--- src/rtl/matrix_pkg.sv ---
// Shared constants and arbiter state encoding for clients of the 6x6 LED matrix.
// Other matrix clients import this to decode busy and the arbiter states.
package matrix_pkg;

    localparam int DIM_X = 6;
    localparam int DIM_Y = 6;
    localparam int IMG_W = DIM_X * DIM_Y;

    typedef enum logic [1:0] {
        ST_IDLE  = 2'd0,
        ST_BLANK = 2'd1,
        ST_OWN   = 2'd2
    } arb_state_e;

    function automatic logic is_busy(input arb_state_e s);
        return s != ST_IDLE;
    endfunction

endpackage

--- src/rtl/matrix_frame_arbiter_if.sv ---
// Requester-side bundle of the frame arbiter: level requests and frames in,
// grant, owner, busy and the selected frame out.
interface matrix_frame_arbiter_if #(
    parameter int NUM_REQ = 4,
    parameter int IMG_W   = matrix_pkg::IMG_W
);
    localparam int OW = (NUM_REQ > 1) ? $clog2(NUM_REQ) : 1;

    logic [NUM_REQ-1:0]       req;
    logic [NUM_REQ*IMG_W-1:0] img_in;
    logic [NUM_REQ-1:0]       grant;
    logic [OW-1:0]            owner;
    logic                     busy;
    logic [IMG_W-1:0]         img_out;

    modport master (
        output req, img_in,
        input  grant, owner, busy, img_out
    );

    modport slave (
        input  req, img_in,
        output grant, owner, busy, img_out
    );

endinterface

--- src/rtl/rr_pick.sv ---
// Combinational round-robin finder: first set req bit after owner, wrapping,
// so the current owner is considered last.
module rr_pick #(
    parameter int NUM_REQ = 4,
    parameter int IW      = (NUM_REQ > 1) ? $clog2(NUM_REQ) : 1
) (
    input  logic [NUM_REQ-1:0] req,
    input  logic [IW-1:0]      owner,
    output logic               found,
    output logic [IW-1:0]      idx
);

    always_comb begin
        int cand;
        found = 1'b0;
        idx   = '0;
        cand  = 0;
        for (int k = 1; k <= NUM_REQ; k++) begin
            cand = (int'(owner) + k) % NUM_REQ;
            if (!found && req[cand[IW-1:0]]) begin
                found = 1'b1;
                idx   = cand[IW-1:0];
            end
        end
    end

endmodule

--- src/rtl/matrix_frame_arbiter.sv ---
// Shares one 6x6 LED matrix between NUM_REQ frame producers: round-robin ownership
// with a minimum dwell time and a dark gap of BLANK_CYCLES on every hand-over.
module matrix_frame_arbiter #(
    parameter int NUM_REQ      = 4,
    parameter int IMG_W        = matrix_pkg::IMG_W,
    parameter int HOLD_CYCLES  = 12_000_000,
    parameter int BLANK_CYCLES = 1000
) (
    input  logic                 clk,
    input  logic                 rst_n,
    matrix_frame_arbiter_if.slave bus
);
    import matrix_pkg::*;

    // state    | meaning
    // ST_IDLE  | no owner, matrix dark, waiting for any request
    // ST_BLANK | candidate held in owner_q, matrix forced dark for BLANK_CYCLES
    // ST_OWN   | owner_q granted, its live frame passes through to img_out

    localparam int OW        = (NUM_REQ > 1) ? $clog2(NUM_REQ) : 1;
    localparam int HOLD_W    = $clog2(HOLD_CYCLES + 1);
    localparam int BLANK_W   = (BLANK_CYCLES > 0) ? $clog2(BLANK_CYCLES + 1) : 1;
    localparam bit HAS_BLANK = (BLANK_CYCLES > 0);

    arb_state_e          state_q, state_d;
    logic [OW-1:0]       owner_q, owner_d;
    logic [NUM_REQ-1:0]  grant_q, grant_d;
    logic                busy_q, busy_d;
    logic [IMG_W-1:0]    img_out_q, img_out_d;
    logic [HOLD_W-1:0]   hold_cnt_q, hold_cnt_d;
    logic [BLANK_W-1:0]  blank_cnt_q, blank_cnt_d;

    logic                pick_found;
    logic [OW-1:0]       pick_idx;
    logic                own_req;
    logic                others;
    logic [HOLD_W-1:0]   hold_inc;
    logic                hold_hit;
    logic                blank_done;
    logic                hand_over;

    rr_pick #(
        .NUM_REQ (NUM_REQ),
        .IW      (OW)
    ) u_rr_pick (
        .req   (bus.req),
        .owner (owner_q),
        .found (pick_found),
        .idx   (pick_idx)
    );

    assign own_req    = bus.req[owner_q];
    assign others     = |(bus.req & ~(NUM_REQ'(1) << owner_q));
    assign hold_hit   = (hold_inc == HOLD_W'(HOLD_CYCLES));
    assign blank_done = (blank_cnt_q == BLANK_W'(BLANK_CYCLES - 1));

    // Saturate so a lone owner can sit in OWN forever without the counter wrapping.
    always_comb begin
        if (hold_cnt_q == HOLD_W'(HOLD_CYCLES)) begin
            hold_inc = hold_cnt_q;
        end else begin
            hold_inc = hold_cnt_q + HOLD_W'(1);
        end
    end

    always_comb begin
        state_d     = state_q;
        owner_d     = owner_q;
        hold_cnt_d  = hold_cnt_q;
        blank_cnt_d = blank_cnt_q;
        hand_over   = 1'b0;

        case (state_q)
            ST_IDLE: begin
                if (pick_found) begin
                    hand_over = 1'b1;
                end
            end
            ST_BLANK: begin
                if (!blank_done) begin
                    blank_cnt_d = blank_cnt_q + BLANK_W'(1);
                end else if (own_req) begin
                    state_d = ST_OWN;
                end else if (pick_found) begin
                    hand_over = 1'b1;
                end else begin
                    state_d = ST_IDLE;
                end
            end
            ST_OWN: begin
                if (!own_req || (hold_hit && others)) begin
                    if (others) begin
                        hand_over = 1'b1;
                    end else begin
                        state_d = ST_IDLE;
                    end
                end else begin
                    hold_cnt_d = hold_inc;
                end
            end
            default: begin
                state_d = ST_IDLE;
            end
        endcase

        if (hand_over) begin
            owner_d     = pick_idx;
            blank_cnt_d = '0;
            state_d     = HAS_BLANK ? ST_BLANK : ST_OWN;
        end

        if (hand_over || state_d != ST_OWN) begin
            hold_cnt_d = '0;
        end

        grant_d = (state_d == ST_OWN) ? (NUM_REQ'(1) << owner_d) : '0;
        busy_d  = is_busy(state_d);
        // Frames pass through only while ownership continues; a fresh grant starts dark.
        if (state_q == ST_OWN && state_d == ST_OWN) begin
            img_out_d = IMG_W'(bus.img_in >> (owner_d * IMG_W));
        end else begin
            img_out_d = '0;
        end
    end

    always_ff @(posedge clk or negedge rst_n) begin
        if (!rst_n) begin
            state_q     <= ST_IDLE;
            owner_q     <= OW'(NUM_REQ - 1);
            grant_q     <= '0;
            busy_q      <= 1'b0;
            img_out_q   <= '0;
            hold_cnt_q  <= '0;
            blank_cnt_q <= '0;
        end else begin
            state_q     <= state_d;
            owner_q     <= owner_d;
            grant_q     <= grant_d;
            busy_q      <= busy_d;
            img_out_q   <= img_out_d;
            hold_cnt_q  <= hold_cnt_d;
            blank_cnt_q <= blank_cnt_d;
        end
    end

    assign bus.grant   = grant_q;
    assign bus.owner   = owner_q;
    assign bus.busy    = busy_q;
    assign bus.img_out = img_out_q;

endmodule

--- src/flat_wrapper.sv ---
// flat-port wrapper written by rule: the top's interface ports become plain ports
module matrix_frame_arbiter_flat import matrix_pkg::*;
#(
    parameter int NUM_REQ      = 4,
    parameter int IMG_W        = matrix_pkg::IMG_W,
    parameter int HOLD_CYCLES  = 12_000_000,
    parameter int BLANK_CYCLES = 1000
)
  (clk, rst_n, bus_req, bus_img_in, bus_grant, bus_owner, bus_busy, bus_img_out);
  matrix_frame_arbiter_if #(.NUM_REQ(NUM_REQ), .IMG_W(IMG_W)) bus_i ();
  input  logic clk;
  input  logic rst_n;
  input wire logic [$bits(bus_i.req)-1:0] bus_req;
  input wire logic [$bits(bus_i.img_in)-1:0] bus_img_in;
  output wire logic [$bits(bus_i.grant)-1:0] bus_grant;
  output wire logic [$bits(bus_i.owner)-1:0] bus_owner;
  output wire logic [$bits(bus_i.busy)-1:0] bus_busy;
  output wire logic [$bits(bus_i.img_out)-1:0] bus_img_out;
  assign bus_i.req = bus_req;
  assign bus_i.img_in = bus_img_in;
  assign bus_grant = bus_i.grant;
  assign bus_owner = bus_i.owner;
  assign bus_busy = bus_i.busy;
  assign bus_img_out = bus_i.img_out;
  matrix_frame_arbiter #(.NUM_REQ(NUM_REQ), .IMG_W(IMG_W), .HOLD_CYCLES(HOLD_CYCLES), .BLANK_CYCLES(BLANK_CYCLES)) u_core (.clk(clk), .rst_n(rst_n), .bus(bus_i));
endmodule
--- config.mk ---
export PLATFORM = sky130hd
export DESIGN_NAME = matrix_frame_arbiter_flat
export DESIGN_NICKNAME = d
export VERILOG_FILES = /design/src/rtl/matrix_pkg.sv /design/src/rtl/matrix_frame_arbiter_if.sv /design/src/rtl/rr_pick.sv /design/src/rtl/matrix_frame_arbiter.sv /design/src/flat_wrapper.sv
export SDC_FILE = /design/constraint.sdc
export NUM_CORES = 1
export LEC_CHECK = 0
export BUFFER_PORTS_ARGS = -buffer_cell sky130_fd_sc_hd__buf_2
export CELL_PAD_IN_SITES_DETAIL_PLACEMENT = 0
export CELL_PAD_IN_SITES_GLOBAL_PLACEMENT = 2
export CORE_MARGIN = 3
export CORE_UTILIZATION = 31
export DETAILED_ROUTE_END_ITERATION = 16
export HOLD_SLACK_MARGIN = 0.05
export PLACE_DENSITY_LB_ADDON = 0.1
export SLEW_MARGIN = 20
export SYNTH_ARGS = -nofsm -noshare
export SYNTH_HDL_FRONTEND = slang
export SYNTH_SLANG_ARGS = --single-unit
--- constraint.sdc ---
create_clock -name clk -period 6.17 [get_ports clk]
set_input_delay 0.9255 -clock clk [delete_from_list [all_inputs] [get_ports clk]]
set_output_delay 0.9255 -clock clk [all_outputs]
set_load 0.1 [all_outputs]
==> flow_metrics.tcl, run 1 <==
set metrics [dict create \
    status "finished clean" \
    final_area_mm2 0.00613 \
    wire_per_inst_um 17.3 \
    drc 0 \
    synth_seq_cells 79 \
    fp-row-count 44 \
    synth_top_area_share 0.401 \
    power_density_mw_per_mm2 286 \
    comb_power_share 0.349 \
    dieArea_mm2 0.0170 \
    port_buffers 192 \
    dr.pass1.iters 4 \
    antenna_cells 0 \
    grt_pass1_vias 4317 \
    reg2regPathDepth 13 \
    grt_util_all_layers 0.176 \
    syn_inst 478 \
    globalRouteOverflowTotal 0 \
    timing.slew.headroom 0.410 \
    layout_common_cells "buf_2 (191), dfrtp_1 (77), mux2i_1 (76), nor2_1 (53), o22ai_1 (38)" \
    cts_sinks 79 \
    cts_resized 0 \
    cap_violations 0 \
    drive_gt1_frac 0.339 \
    drt_iter0_drc 148 \
    cp.arrival_ps 4840 \
    gp_congestion 0.757 \
    grt_start_max_net_pins 80 \
    cts_buffer_depth 2 \
    ir_drop_v 0.000113 \
    power_frac_clock 0.310 \
    fin_setup_tns_ps 0 \
    min_period_ps 4640 \
    yosysUniqueCellTypes 57 \
    crit_required_ps 6370 \
    syn_nets 635 \
    syn2layout_area_growth_pct 27.6 \
    async_flop_share 1.00 \
    p_int_uw 1140 \
    ys.flop_type "dfrtp_1" \
    switching_power_uw 607 \
    swShare 0.347 \
    clock_skew_ps 7.30 \
    htree_levels 3 \
    fp.dieW_um 130 \
    postSynthAreaPerCell_um2 10.0 \
    postCtsSetupBuffers 0 \
    ys_seq_area_frac 0.412 \
    root_buffer "clkbuf_16" \
    rsz0062_at_grt "false" \
    ant_nets 0 \
    cts_hold_buf 0 \
    cts_tree "yes" \
    synth_area_mm2 0.00480 \
    final-setup-viol-count 0 \
    p_seq_frac 0.342 \
    die_h_um 130 \
    cp-start-kind "flip-flop" \
    leakagePower_uw 0.00308 \
    r2r_slack_ps 1530 \
    synth.largest_area_cell "dfrtp_1" \
    synthTopCellsByArea "dfrtp_1 (40%), mux2i_1 (16%), o22ai_1 (5.0%), nor2_1 (4.1%), xor2_1 (4.0%)" \
    slew_violations 0 \
    antenna_found_initial 2 \
    r2r_end "u_core.bus.img_out[6]" \
    dr_total_vias 4195 \
    end_kind "flip-flop" \
    hpwl_um 11100 \
    path_max_fanout 56 \
    timing_worst_setup_path_type "reg2reg" \
    fp.coreArea_mm2 0.0149 \
    finalWirelength_um 14600 \
    placed_cell_area_mm2 0.00583 \
    start_util 0.323 \
    cp-startpoint "u_core.hold_cnt_q[0]" \
    clk_latency_ps 340 \
    grt_pass1_wl_um 23200 \
    synth-edff-count 0 \
    fmax_mhz 215 \
    final_common_cell "buf_2" \
    synth_warnings 0 \
    clkTransAtPathRegs_ps 70 \
    num_io_pins 193 \
    fin_crit_sh 0.752 \
    reg2reg_from "u_core.hold_cnt_q[0]" \
    vias_per_cell 4.96 \
    worst_slew_pin_slew_ps 885 \
    crit_end "u_core.bus.img_out[6]" \
    cts_buffers 9 \
    min_path_type "reg2reg" \
    finalHoldViolations 0 \
    finalNetCount 813 \
]
## per-stage QoR
| step | setup WS [ps] | hold WS, ps | instances | power [uW] | util |
|---|---|---|---|---|---|
| 6_report | 1530 | 558 | 845 | 1750 | 0.412 |
| 5_1_grt | 1120 | 594 | 845 | 1860 | 0.412 |
| 3_5_place_dp | 1490 | 544 | 829 | 1230 | 0.392 |
| 3_3_place_gp | 1580 | 534 | 829 | 1220 | 0.392 |
| 2_1_floorplan | 2080 | 505 | 478 | 1120 | - |
| 4_1_cts | 1490 | 567 | 845 | 1780 | 0.412 |
## cell families after synthesis
| family | Yosys count | share of synthesized area |
|---|---|---|
| AO/OA/AOI/OAI | 74 | 0.106 |
| XOR/XNOR | 38 | 0.0693 |
| adder cells (fa/ha/maj) | 7 | 0.0182 |
| buffers and inverters | 43 | 0.0552 |
| flip-flops | 79 | 0.412 |
| multiplexers | 78 | 0.165 |
| AND/OR/NAND/NOR | 159 | 0.174 |
## worst min-delay path by stage
stage | from | to | slack, ps | cells after the start
after floorplan | u_core.blank_cnt_q[8] | u_core.blank_cnt_q[8] | 500 | 2
after global placement | u_core.blank_cnt_q[8] | u_core.blank_cnt_q[8] | 530 | 2
after detailed placement | u_core.blank_cnt_q[9] | u_core.blank_cnt_q[9] | 540 | 2
after CTS | u_core.blank_cnt_q[9] | u_core.blank_cnt_q[9] | 570 | 2
after global routing | u_core.blank_cnt_q[9] | u_core.blank_cnt_q[9] | 590 | 2
final | u_core.blank_cnt_q[9] | u_core.blank_cnt_q[9] | 560 | 2
## critical path, stage by stage, from the launching register on
cell      delay [ps]
dfrtp_1          450
inv_1            120
ha_1             150
nor4b_2          210
nand4b_1         160
or4b_1           530
a211o_1          300
or4_4            560
o31ai_4          590
o211ai_2         230
mux2i_4          390
buf_12           390
mux2i_1          270
o22ai_1          110
## registers in the layout (all words and copies together) (netlist names)
signal / count
u_core.blank_cnt_q: 10
u_core.bus.busy: 1
u_core.bus.grant: 4
u_core.bus.img_out: 36
u_core.bus.owner: 2
u_core.hold_cnt_q: 24
u_core.state_q: 2
## metal layers
metal  GRT usage  wire length (um)  vias up
met5           0                34        -
met3      0.0561              1020       14
li1            -                 -     2086
met2       0.304              7450      114
met1       0.209              5940     1977
met4      0.0508               142        4
## cell type report
type	count	area [um2]
Multi-Input combinational cell	356	2560
Sequential cell	79	1980
Clock inverter	7	71.3
Inverter	14	52.6
Clock buffer	9	225
Tap cell	184	230
Timing Repair Buffer	196	1010
Fill cell	1503	8740
## cells in the mapped netlist (2+ instances only)
cell type  instances
dfrtp_1           77
inv_1             13
nand2b_1           7
o22ai_1           38
clkbuf_1           6
and2_1             2
nor2b_1            2
a211o_1            2
or3_1              2
dfstp_2            2
xnor2_1           16
a21oi_1            8
or2_2              2
nand4b_1           2
and4_1             6
o211ai_1           3
xor2_1            22
mux2i_1           76
nor3_1             9
ha_1               7
nor4_1             6
nor2_1            53
nand2_1           27
o21ai_0            8
buf_8              2
o311a_1            2
buf_2             11
and3_1             5
nand3_1            9
buf_6              9
nand4_1           15
nand3b_1           2
or4_1              3
## power by group through the flow
| stage | Clock, uW | Combinational (uW) | Sequential [uW] |
|---|---|---|---|
| 2_1_floorplan | 0 | 477 | 639 |
| 3_3_place_gp | 0 | 609 | 606 |
| 3_5_place_dp | 0 | 618 | 608 |
| 4_1_cts | 557 | 619 | 598 |
| 5_1_grt | 580 | 676 | 604 |
| 6_report | 542 | 610 | 598 |
Power figures use the tool's default switching activity.
==> run 2: changes to the inputs <==
--- a/config.mk
+++ b/config.mk
@@ -9,7 +9,7 @@
 export CELL_PAD_IN_SITES_DETAIL_PLACEMENT = 0
 export CELL_PAD_IN_SITES_GLOBAL_PLACEMENT = 2
 export CORE_MARGIN = 3
-export CORE_UTILIZATION = 31
+export CORE_UTILIZATION = 26
 export DETAILED_ROUTE_END_ITERATION = 16
 export HOLD_SLACK_MARGIN = 0.05
 export PLACE_DENSITY_LB_ADDON = 0.1
==> constraint.sdc (replaced) <==
create_clock -name clk -period 4.19 [get_ports clk]
set_input_delay 0.6285 -clock clk [delete_from_list [all_inputs] [get_ports clk]]
set_output_delay 0.6285 -clock clk [all_outputs]
set_load 0.1 [all_outputs]
==> flow_metrics.tcl, run 2 (synthesized netlist as in run 1, its figures left out) <==
set metrics [dict create \
    antenna_found_initial 3 \
    grt_pass1_vias 4435 \
    fp.dieW_um 142 \
    whs_ps 327 \
    syn2layout_area_growth_pct 32.9 \
    finalHoldViolations 0 \
    fmax_mhz 251 \
    dr.pass1.iters 4 \
    power_frac_clock 0.300 \
    final_common_cell "buf_2" \
    cts_buffers 9 \
    final-setup-viol-count 0 \
    drive_gt1_frac 0.359 \
    power_uw 2700 \
    min_path_type "in2async" \
    hpwl_um 11800 \
    fp.coreArea_mm2 0.0180 \
    power_density_mw_per_mm2 423 \
    placed_cell_area_mm2 0.00607 \
    vias_per_cell 4.70 \
    largest_reg_flops 36 \
    dp.cells 893 \
    htree_levels 3 \
    comb_power_share 0.380 \
    crit_required_ps 4390 \
    finalWirelength_um 15200 \
    cp-startpoint "u_core.hold_cnt_q[0]" \
    swShare 0.341 \
    drc 0 \
    clk_latency_ps 340 \
    cts_buffer_depth 2 \
    die_h_um 142 \
    p_int_uw 1780 \
    clock_skew_ps 9.26 \
    fillers 1877 \
    leakagePower_uw 0.00321 \
    status "finished clean" \
    seq_area_mm2 0.00198 \
    cts_sinks 79 \
    reg2regPathDepth 14 \
    cts_hold_buf 0 \
    path_max_fanout 21 \
    num_io_pins 193 \
    cp-start-kind "flip-flop" \
    grt_util_all_layers 0.153 \
    start_util 0.266 \
    fin_crit_sh 0.952 \
    grt_start_max_net_pins 52 \
    root_buffer "clkbuf_16" \
    fin_setup_tns_ps 0 \
    rsz0062_at_grt "true" \
    multi_input_area_mm2 0.00256 \
    globalRouteOverflowTotal 0 \
    switching_power_uw 921 \
    end_kind "flip-flop" \
    clkTransAtPathRegs_ps 70 \
    slew_violations 0 \
    timing_worst_setup_path_type "reg2reg" \
    dieArea_mm2 0.0201 \
    port_buffers 192 \
    drt_iter0_drc 137 \
    instances_no_fill 911 \
    p_seq_frac 0.319 \
    ant_nets 0 \
    grt_pass1_wl_um 24100 \
    layout_common_cells "buf_2 (191), dfrtp_1 (77), mux2i_1 (76), nor2_1 (53), o22ai_1 (37)" \
    final_area_mm2 0.00638 \
    ir_drop_v 0.000269 \
    wire_per_inst_um 16.7 \
    cap_violations 0 \
    worst_slew_pin_slew_ps 721 \
    timing.slew.headroom 0.515 \
    finalNetCount 832 \
    cts_tree "yes" \
    fp-row-count 49 \
    cp.arrival_ps 4190 \
    dr_total_vias 4283 \
    reg2reg_from "u_core.hold_cnt_q[0]" \
    gp_congestion 0.782 \
    min_period_ps 3990 \
]
-- run 2: layout make-up --
class,count,share of cell area
flip-flops and latches,79,0.310
diodes,2,0.000784
repair buffers,215,0.188
multi-input cells,356,0.402
clock inverters,6,0.00921
clock buffers,10,0.0374
well taps,229,0.0449
inverters,14,0.00823
-- run 2: stage by stage --
stage,worst slack [ps],util
4_1_cts,138,0.354
3_3_place_gp,265,0.337
2_1_floorplan,95.2,-
5_1_grt,-9.36,0.354
6_report,201,0.354
3_5_place_dp,149,0.337
-- run 2: what timing repair did --
item	in CTS	in global routing
buffers inserted	0	0
gates resized for setup	0	1
endpoints found under the setup margin	0	1
-- run 2: critical path, stage by stage, from the launching register on --
cell	delay, ps
dfrtp_1	450
inv_1	110
ha_1	140
nor4b_2	190
nand4b_1	160
or4b_1	520
a211o_1	300
or4_4	560
o31ai_4	290
o211ai_2	150
mux2i_4	200
buf_12	210
buf_12	170
mux2i_1	240
o22ai_2	110
-- run 2: path summary, 6_finish.rpt --
check | endpoint | slack [ps]
max reg2reg | u_core.bus.img_out[1] | 200
max in group asynchronous | u_core.bus.img_out[17] | 2960
min in group clk | u_core.blank_cnt_q[8] | 550
max | u_core.bus.img_out[1] | 200
min | u_core.blank_cnt_q[8] | 330
min reg2reg | u_core.blank_cnt_q[8] | 550
-- run 2: routing by layer --
layer  global-route usage  wire length [um]
met3               0.0381               972
met1                0.190              6500
met2                0.251              7320
met4               0.0662               423
met5                    0                 7
-- run 2: power by group through the flow --
| stage | registers [uW] | clock network, uW | logic (uW) |
|---|---|---|---|
| after floorplan | 940 | 0 | 702 |
| after global placement | 874 | 0 | 1020 |
| after detailed placement | 875 | 0 | 1040 |
| after CTS | 862 | 839 | 1040 |
| after global routing | 870 | 870 | 1120 |
| final | 862 | 810 | 1030 |
==> run 3: changes to the inputs <==
--- a/config.mk
+++ b/config.mk
@@ -12,7 +12,7 @@
 export CORE_UTILIZATION = 26
 export DETAILED_ROUTE_END_ITERATION = 16
 export HOLD_SLACK_MARGIN = 0.05
-export PLACE_DENSITY_LB_ADDON = 0.1
+export PLACE_DENSITY_LB_ADDON = 0.05
 export SLEW_MARGIN = 20
 export SYNTH_ARGS = -nofsm -noshare
 export SYNTH_HDL_FRONTEND = slang
==> flow_metrics.tcl, run 3 (synthesized netlist as in run 1, its figures left out) <==
set metrics [dict create \
    gp_congestion 0.768 \
    layout_common_cells "buf_2 (191), dfrtp_1 (77), mux2i_1 (76), nor2_1 (53), o22ai_1 (38)" \
    wire_per_inst_um 17.0 \
    ir_drop_v 0.000240 \
    min_period_ps 3940 \
    final-setup-viol-count 0 \
    hpwl_um 12000 \
    start_util 0.266 \
    port_buffers 192 \
    clkTransAtPathRegs_ps 60 \
    power_density_mw_per_mm2 433 \
    fmax_mhz 254 \
    drive_gt1_frac 0.364 \
    cp-start-kind "flip-flop" \
    finalNetCount 838 \
    slew_violations 0 \
    r2r_end "u_core.bus.img_out[4]" \
    min_path_type "in2async" \
    htree_levels 3 \
    worst_slew_pin_slew_ps 765 \
    fp.coreArea_mm2 0.0180 \
    finalHoldViolations 0 \
    slowest_delay_ps 550 \
    cts_sinks 79 \
    crit_path_top_delay_cell "or4_4" \
    reg2reg_from "u_core.hold_cnt_q[0]" \
    power_uw 2810 \
    fp-row-count 49 \
    globalRouteOverflowTotal 0 \
    cts_hold_buf 0 \
    cp.arrival_ps 4160 \
    num_io_pins 193 \
    root_buffer "clkbuf_16" \
    path_max_fanout 15 \
    grt_pass1_wl_um 25100 \
    antenna_found_initial 3 \
    worst-path-buf-inv 4 \
    busiest_layer "met2" \
    cts_buffers 9 \
    finalWirelength_um 15500 \
    vias_per_cell 4.72 \
    path_common_cell "buf_4" \
    preCtsSetupSlack_ps 209 \
    met2_usage 0.269 \
    reg2regPathDepth 15 \
    grt_pass1_vias 4615 \
    layout_setup_ws_ps 246 \
    leakagePower_uw 0.00325 \
    dr.pass1.iters 4 \
    syn2layout_area_growth_pct 34.8 \
    cp_top_family "simple AND/OR/NAND/NOR gates" \
    grt_util_met1 0.193 \
    largest_reg_flops 36 \
    final_common_cell "buf_2" \
    status "finished clean" \
    met3_usage 0.0462 \
    fp.dieW_um 142 \
    whs_ps 332 \
    clk_latency_ps 350 \
    dieArea_mm2 0.0201 \
    cap_violations 0 \
    timing.slew.headroom 0.486 \
    fin_crit_sh 0.941 \
    die_h_um 142 \
    clock_skew_ps 14.4 \
    grt_util_all_layers 0.158 \
    cts_tree "yes" \
    grt_start_max_net_pins 50 \
    timing_worst_setup_path_type "reg2reg" \
    dr_total_vias 4322 \
    path_cells "inv_1 > ha_1 > nor4b_2 > nand4b_1 > or4b_1 > a211o_1 > or4_4 > o31ai_4 > buf_4 > o311a_1 > mux2i_4 > buf_12 > buf_4 > mux2i_1 > o22ai_1" \
    drt_iter0_drc 156 \
    crit_required_ps 4400 \
    end_kind "flip-flop" \
    cts_buffer_depth 2 \
    r2r_slack_ps 250 \
    drc 0 \
    ant_nets 0 \
]
==> run 3: worst reg2reg max path, stage by stage, from the launching register on <==
cell      delay [ps]
dfrtp_1          450
inv_1            110
ha_1             140
nor4b_2          190
nand4b_1         160
or4b_1           520
a211o_1          290
or4_4            550
o31ai_4          320
buf_4            160
o311a_1          200
mux2i_4           90
buf_12           170
buf_4            160
mux2i_1          190
o22ai_1          120
==> run 3: through the flow <==
step / area [um2] / TNS, ps / instances / utilization
5_1_grt: 6470 / -1.99 / 916 / 0.359
2_1_floorplan: 4800 / 0 / 478 / -
3_5_place_dp: 6090 / 0 / 892 / 0.338
6_report: 6470 / 0 / 916 / 0.359
4_1_cts: 6410 / 0 / 907 / 0.356
3_3_place_gp: 6090 / 0 / 892 / 0.338
==> run 3: worst max path at each step <==
stage | cells past startpoint | endpoint | from | slack, ps
finish | 15 | u_core.bus.img_out[4] | u_core.hold_cnt_q[0] | 250
global route | 15 | u_core.bus.img_out[9] | u_core.hold_cnt_q[0] | -2
CTS | 14 | u_core.bus.img_out[6] | u_core.hold_cnt_q[0] | 210
detailed placement | 14 | u_core.bus.img_out[8] | u_core.hold_cnt_q[0] | 210
global placement | 14 | u_core.bus.img_out[5] | u_core.hold_cnt_q[0] | 320
floorplan | 14 | u_core.bus.img_out[10] | u_core.bus.owner[0] | 100
==> run 3: power breakdown <==
part | switching, uW | internal [uW] | total (uW)
clock network | 334 | 536 | 870
registers | 53.8 | 811 | 864
logic | 549 | 522 | 1070
==> run 3: routing by layer <==
layer,part of all wire,up-vias
li1,-,2138
met4,0.012,2
met3,0.068,11
met5,0.00084,-
met1,0.43,2031
met2,0.49,140
==> run 3: final cells by class <==
class,instances,area (um2)
Clock inverter,5,81.3
Tap cell,229,287
Clock buffer,10,239
Antenna cell,2,5.00
Timing Repair Buffer,221,1270
Sequential cell,79,1980
Multi-Input combinational cell,356,2560
Fill cell,1905,11500
Inverter,14,52.6
==> run 3: what timing repair did <==
item / CTS / global route
hold endpoints to repair: 0 / 0
setup endpoints to repair: 0 / 31
buffers inserted: 0 / 7
gates resized for setup: 0 / 1
